--- src/rtl/led_run_ctrl.sv ---
// led_run_ctrl: control stage ahead of the 8-bit running-LED pattern.
// Debounces the raw mode and speed buttons, keeps the shift direction (mode)
// and the rate setting (speed_sel), and divides clk down to a one-cycle
// step_tick that advances the LED pattern.
// Optional feature macro: LED_RUN_CTRL_AUTO_REV_EN -- when defined, the
// direction also reverses by itself after every 16 step ticks.
module led_run_ctrl #(
  parameter int DEB_CYCLES = 240000,
  parameter int DIV_BASE   = 12000000,
  parameter int CNT_W      = 24
) (
  input  logic       clk,
  input  logic       rst_n,
  input  logic       key_mode_n,
  input  logic       key_speed_n,
  input  logic       run_en,
  output logic       mode,
  output logic       step_tick,
  output logic [1:0] speed_sel
);

  localparam int NUM_KEYS  = 2;
  localparam int KEY_MODE  = 0;
  localparam int KEY_SPEED = 1;
  localparam logic [CNT_W-1:0] DEB_LAST   = CNT_W'(DEB_CYCLES - 1);
  localparam logic [CNT_W-1:0] DIV_BASE_C = CNT_W'(DIV_BASE);

  logic [NUM_KEYS-1:0] key_raw;
  logic [NUM_KEYS-1:0] key_press;

  logic             mode_reg, mode_next;
  logic             tick_reg, tick_next;
  logic [1:0]       speed_sel_reg, speed_sel_next;
  logic [CNT_W-1:0] div_cnt_reg, div_cnt_next;
  logic [CNT_W-1:0] period;

  assign key_raw = {key_speed_n, key_mode_n};

  genvar gi;
  generate
    for (gi = 0; gi < NUM_KEYS; gi++) begin : g_key
      logic             sync1_reg;
      logic             sync2_reg;
      logic             deb_reg;
      logic [CNT_W-1:0] deb_cnt_reg;

      // Two-flop synchroniser, then accept a new level only after it differs for DEB_CYCLES clocks
      always_ff @(posedge clk or negedge rst_n) begin
        if (!rst_n) begin
          sync1_reg   <= 1'b1;
          sync2_reg   <= 1'b1;
          deb_reg     <= 1'b1;
          deb_cnt_reg <= '0;
        end else begin
          sync1_reg <= key_raw[gi];
          sync2_reg <= sync1_reg;
          if (sync2_reg == deb_reg) begin
            deb_cnt_reg <= '0;
          end else if (deb_cnt_reg == DEB_LAST) begin
            deb_reg     <= sync2_reg;
            deb_cnt_reg <= '0;
          end else begin
            deb_cnt_reg <= deb_cnt_reg + 1'b1;
          end
        end
      end

      // A press is the debounced 1->0 edge, flagged in the cycle the level is accepted
      assign key_press[gi] = deb_reg & ~sync2_reg & (deb_cnt_reg == DEB_LAST);
    end
  endgenerate

  // Each speed step halves the step period
  assign period = DIV_BASE_C >> speed_sel_reg;

  // Rate setting advances on each speed press and wraps from 3 back to 0
  assign speed_sel_next = speed_sel_reg + {1'b0, key_press[KEY_SPEED]};

  // Divider: paused or restarted at 0; tick is issued for the cycle after the last count
  always_comb begin
    div_cnt_next = div_cnt_reg;
    tick_next    = 1'b0;
    if (!run_en || key_press[KEY_SPEED]) begin
      div_cnt_next = '0;
    end else if (div_cnt_reg == period - 1'b1) begin
      div_cnt_next = '0;
      tick_next    = 1'b1;
    end else begin
      div_cnt_next = div_cnt_reg + 1'b1;
    end
  end

`ifdef LED_RUN_CTRL_AUTO_REV_EN
  logic [3:0] rev_cnt_reg, rev_cnt_next;

  // Direction flips on a mode press or on every 16th step; a press restarts the step count
  always_comb begin
    mode_next    = mode_reg;
    rev_cnt_next = rev_cnt_reg;
    if (key_press[KEY_MODE]) begin
      mode_next    = ~mode_reg;
      rev_cnt_next = '0;
    end else if (tick_next) begin
      if (rev_cnt_reg == 4'd15) begin
        mode_next    = ~mode_reg;
        rev_cnt_next = '0;
      end else begin
        rev_cnt_next = rev_cnt_reg + 4'd1;
      end
    end
  end

  // Step counter for automatic reversal
  always_ff @(posedge clk or negedge rst_n) begin
    if (!rst_n) begin
      rev_cnt_reg <= '0;
    end else begin
      rev_cnt_reg <= rev_cnt_next;
    end
  end
`else
  // Direction flips only on a mode press
  always_comb begin
    mode_next = mode_reg ^ key_press[KEY_MODE];
  end
`endif

  // Control state registers
  always_ff @(posedge clk or negedge rst_n) begin
    if (!rst_n) begin
      mode_reg      <= 1'b0;
      tick_reg      <= 1'b0;
      speed_sel_reg <= 2'd0;
      div_cnt_reg   <= '0;
    end else begin
      mode_reg      <= mode_next;
      tick_reg      <= tick_next;
      speed_sel_reg <= speed_sel_next;
      div_cnt_reg   <= div_cnt_next;
    end
  end

  assign mode      = mode_reg;
  assign step_tick = tick_reg;
  assign speed_sel = speed_sel_reg;

endmodule

--- config.mk ---
export PLATFORM = sky130hd
export DESIGN_NAME = led_run_ctrl
export DESIGN_NICKNAME = d
export VERILOG_FILES = /design/src/rtl/led_run_ctrl.sv
export SDC_FILE = /design/constraint.sdc
export NUM_CORES = 1
export LEC_CHECK = 0
export BUFFER_PORTS_ARGS = -buffer_cell sky130_fd_sc_hd__buf_4
export CORE_ASPECT_RATIO = 0.75
export CORE_MARGIN = 5
export CORE_UTILIZATION = 60
export CTS_BUF_LIST = sky130_fd_sc_hd__clkbuf_16
export DETAILED_ROUTE_END_ITERATION = 7
export PLACE_DENSITY_LB_ADDON = 0.08
export SLEW_MARGIN = 5
export SYNTH_ARGS = -nofsm -noshare
export SYNTH_HDL_FRONTEND = slang
export SYNTH_SLANG_ARGS = --single-unit
--- constraint.sdc ---
create_clock -name clk -period 4.8 [get_ports clk]
set_clock_uncertainty 0.1 [all_clocks]
set_input_delay 0.96 -clock clk [delete_from_list [all_inputs] [get_ports clk]]
set_output_delay 0.96 -clock clk [all_outputs]
set_load 0.02 [all_outputs]
# == Yosys cells after proc, flatten, opt, wreduce, memory -nomap -nowiden ==
# Index checks and enable logic that the tools add are counted.
# classes
n_addsub,5
n_eq_ne,5
shifts,1
n_mux,8
bitwise_logic,9
n_reduce_logical,4
# ops
cell,n
24-bit two-way mux,6
"24-bit by 1-bit adder with 24-bit output, second input constant",3
"24-bit by 18-bit equality test with 1-bit output, second input constant",2
24-bit equality test,1
"24-bit by 2-bit right shift with 24-bit output, first input constant",1
"24-bit by 1-bit subtractor with 24-bit output, second input constant",1
1-bit bitwise AND,4
1-bit NOT,4
2-bit AND reduction,2
2-bit by 1-bit adder with 2-bit output,1
1-bit equality test,2
1-bit two-way mux,2
1-bit zero test,1
1-bit logical OR,1
1-bit bitwise XOR,1
# word_totals
reg_bits,82
input_bits,5
out_inout_bits,4
word_cells,44

# == Longest topological paths before layout ==
# logic_depth
depth_word,5
mapped_depth,8
depth_no_buf,7

# == Least setup slack after synthesis ==
# OpenSTA, ideal clock, no wires.
# synth_path
path_type,reg2reg
startpoint,register speed_sel_reg[1] (netlist: speed_sel[1])
endpoint,register div_cnt_reg[5]
setup_time_ps,119
arrival_ps,1998
t_required_ps,4581
slack_ps,2583
path_stages_with_launch,9
path_buffers,1
synth_period_minus_slack_ps,2217
cell_sequence,dfrtp_1 -> inv_1 -> ha_1 -> or3_1 -> a22oi_1 -> nand4_1 -> o21bai_4 -> buf_6 -> nor2_1
# synth_between
elab_chain_len,5
# synth_lines
item,line_no,text
"start, declared",33,"logic [1:0] speed_sel_reg, speed_sel_next;"
"start signal, assigned",138,speed_sel_reg <= speed_sel_next;
24-bit by 2-bit right shift with 24-bit output,74,assign period = DIV_BASE_C >> speed_sel_reg;
24-bit by 1-bit subtractor with 24-bit output,85,end else if (div_cnt_reg == period - 1'b1) begin
24-bit equality test,85,
24-bit two-way mux,85,
24-bit two-way mux,83,if (!run_en || key_press[KEY_SPEED]) begin
net div_cnt_next[5],34,"logic [CNT_W-1:0] div_cnt_reg, div_cnt_next;"
"end signal, assigned",139,div_cnt_reg <= div_cnt_next;
"end, declared",34,
# The timed path passes the listed nets, and every way through them passes these cells.
# A chain may end at the register's enable or synchronous reset.

# == Worst setup path after layout ==
# layout_path
startpoint,register speed_sel_reg[1] (netlist: speed_sel[1])
endpoint,register div_cnt_reg[3]
# The elaborated chain is that of the path after synthesis.

==> key figures <==
Finish
  • Design area: between 4000 and 5000 um^2
  • Final net count: about 440
  • # diodes: 0
  • Layout cells sized above 1: 0.102
  • Synthesis-to-layout area growth: 9.17%
  • Largest register FFs: 48
  • Util after Layout: 0.678

CTS
  • CTS Buf Count: 9
  • Clock tree sinks: just over 80
  • Insertion delay to the later sink of the worst-skew pair: roughly 0.33 ns
  • Clk slew on worst S/H paths: about 0.06 ns
  • Clock Tree Buf Depth: 2
  • Post-CTS sizing: 0
  • H-tree depth: 3
  • TritonCTS clock tree: yes
  • Root buffer cell: clkbuf_16
  • Hold_buf cts: 0
  • Postcts setup bufs: 0

Drt
  • Drt drc: 0
  • Router iterations before antenna repair: 4
  • Final wirelength: a little under 8000 um
  • Via Count: 2920
  • Final ANT Viol Nets: 0
  • First DRT Iteration DRCs: approximately 130
  • Wire per inst: between 10 and 15 um
  • Drt via density: roughly 5.7

GRT
  • Total track usage: 0.194
  • Met3 GRT Util: 0.0442
  • Initial antenna violation count: 0
  • First-pass GRT wire length: 13900 um
  • Grt met2 use: 0.298
  • Total gr overflow: 0
  • Largest net degree at the start of global routing: 83
  • Met1 Resource Use GR: 0.271
  • Layer with the highest usage: met2
  • Vias in the first global route: approximately 3000

Floorplan
  • Die Width: about 110 um
  • Die Height: roughly 83 um
  • Starting Density: 0.621
  • # IOs: 9
  • FP Rows: 26
  • Die area: a little under 9000 um^2
  • Core area: about 7000 um^2

Power and ir drop
  • Power density of the placed cells: 305 nW/um^2
  • Pwr Total: approximately 0.0014 W
  • P_leak: about 2.1 nW
  • Max VDD drop: roughly 0.19 mV

Timing
  • Slew at the pin closest to its max-slew limit: about 0.99 ns
  • RSZ-0062 raised after global routing: false
  • Final hold violations: 0
  • Tcrit/Tclk final: 0.527
  • Relative slew slack: 0.338
  • Fin crit period: around 2.5 ns
  • Peak Freq: around 400 MHz
  • Final setup fails: 0
  • Setup total negative slack: 0 ns
  • Final slew viol count: 0
  • Final setup margin: about 2.3 ns

Min path
  • Hold Crit Class: reg -> reg
  • Hold-critical path depth: 0
  • Min-Delay Endpoint: g_key[1].sync2_reg
  • Hold path start: g_key[1].sync1_reg

Worst setup path
  • Critical Path RT: ~4.9 ns
  • Crit path kind: reg -> reg
  • R2R Setup Slk: between 2 and 2.5 ns
  • Worst setup SP type: flip-flop
  • Delay-heaviest family, CP: compound AO/OA/AOI/OAI gates
  • CP Capture Type: flip-flop
  • Reg-to-Reg Start: speed_sel[1]
  • Critical-path cell list: inv_1 > ha_1 > or3_1 > a22oi_1 > nand4_1 > o21bai_4 > nor2_1
  • FF-to-FF path depth: 7
  • Buf/Inv on CP: 1
  • Crit Reg-Reg Endpoint: div_cnt_reg[3]
  • CP max stage cell: dfrtp_1
  • Critical Path AT: between 2 and 3 ns
  • CP max FO: 22
  • Max incr delay on CP: roughly 0.53 ns

Synthesis
  • Flops & latches, synth: 82
  • Syn Area/Cell: between 10 and 15 um^2
  • Mapped Area: between 4000 and 5000 um^2
  • Post-Syn Instances: around 420
  • Cell variety after synth: 45
  • Ys Warns: 0
  • Seq/Total Area, Yosys: 0.486
  • Syn nets: about 440

Placed design
  • Hpwl dp: approximately 5300 um
  • Placed instance area: approximately 4300 um^2
  • GP Congestion: about 0.86
  • PortBufs: 8
  • Setup WS pre-CTS: between 2 and 2.5 ns

Flow run
  • Max-capacitance violation count: 0

Status
  • Run status: finished, final reports clean
## through the flow
step	std cells	hold WS, ns
global route	514	0.264
floorplan	418	0.245
CTS	514	0.257
finish	514	0.256
detailed placement	498	0.248
global placement	498	0.248
## worst max path at each step
stage | cells after the start | startpoint | end | slack [ns]
final | 7 | speed_sel[1] | div_cnt_reg[3] | 2.27
after global routing | 7 | speed_sel[1] | div_cnt_reg[12] | 2.07
after CTS | 7 | speed_sel[1] | div_cnt_reg[7] | 2.25
after detailed placement | 7 | speed_sel[1] | div_cnt_reg[3] | 2.29
after global placement | 7 | speed_sel[0] | div_cnt_reg[16] | 2.40
after floorplan | 8 | speed_sel[1] | div_cnt_reg[5] | 2.58
## power breakdown
| group | internal (W) | switching (W) | total, W |
|---|---|---|---|
| logic | 0.0000107 | 0.0000284 | 0.0000390 |
| clock network | 0.000401 | 0.000264 | 0.000665 |
| registers | 0.000701 | 0.00000762 | 0.000708 |
## final cells by class
cell class / count / area (um^2)
Clock inverter: 7 / 71.3
Tap cell: 84 / 105
Sequential cell: 82 / 2060
Timing Repair Buffer: 8 / 60.1
Clock buffer: 9 / 225
Inverter: 9 / 33.8
Multi-Input combinational cell: 315 / 2080
Fill cell: 547 / 2200
## synth_stat cells (all sizes together)
library cell | number | area, um^2
nor2 | 82 | 308
dfrtp | 76 | 1900
xor2 | 55 | 482
nand3 | 34 | 180
nand4 | 25 | 156
nand2 | 23 | 86.3
xnor2 | 19 | 166
ha | 13 | 163
and3 | 11 | 68.8
inv | 9 | 33.8
and4 | 8 | 72.6
buf | 8 | 57.6
nor3 | 8 | 40.0
nor4 | 7 | 71.3
dfstp | 6 | 158
clkbuf | 4 | 15.0
nor4b | 3 | 38.8
or2 | 3 | 18.8
and2 | 2 | 12.5
mux2 | 2 | 22.5
nand3b | 2 | 15.0
nor4bb | 2 | 20.0
or3 | 2 | 12.5
or3b | 2 | 17.5
a21oi | 1 | 5.00
a221oi | 1 | 8.76
a22o | 1 | 8.76
a22oi | 1 | 7.51
a2bb2oi | 1 | 8.76
nand2b | 1 | 6.26
nand4b | 1 | 8.76
nor2b | 1 | 6.26
o21bai | 1 | 18.8
o41ai | 1 | 27.5
or4 | 1 | 7.51
or4b | 1 | 10.0
## logic make-up after synthesis
family / count (synthesis) / share of synthesized area
AOI/OAI and AO/OA: 7 / 0.0201
DFF: 82 / 0.486
muxes: 2 / 0.00531
buffers and inverters: 21 / 0.0251
adders and majority gates: 13 / 0.0383
xor gates and xnor gates: 74 / 0.153
and+or+nand+nor: 219 / 0.273
## per-layer routing
layer  vias up  wire [um]
met5         -          0
met4         0         92
met3         7        228
met2        39       3530
met1      1434       3850
li1       1440          -
## cells in the final DEF (no fill, tap or decap), types with 4 or more instances in the layout
cell type  Yosys  routed
and3_1        11      11
dfstp_2        6       6
nand2_1       23      23
inv_1          9      10
nor2_1        82      82
clkbuf_16      0       9
and4_1         7       7
ha_1          13      13
xnor2_1       19      19
nand4_1       25      25
buf_4          2       8
nor3_1         8       8
xor2_1        55      55
nor4_1         4       4
dfrtp_1       76      76
nand3_1       32      32
Power figures use the tool's default switching activity.
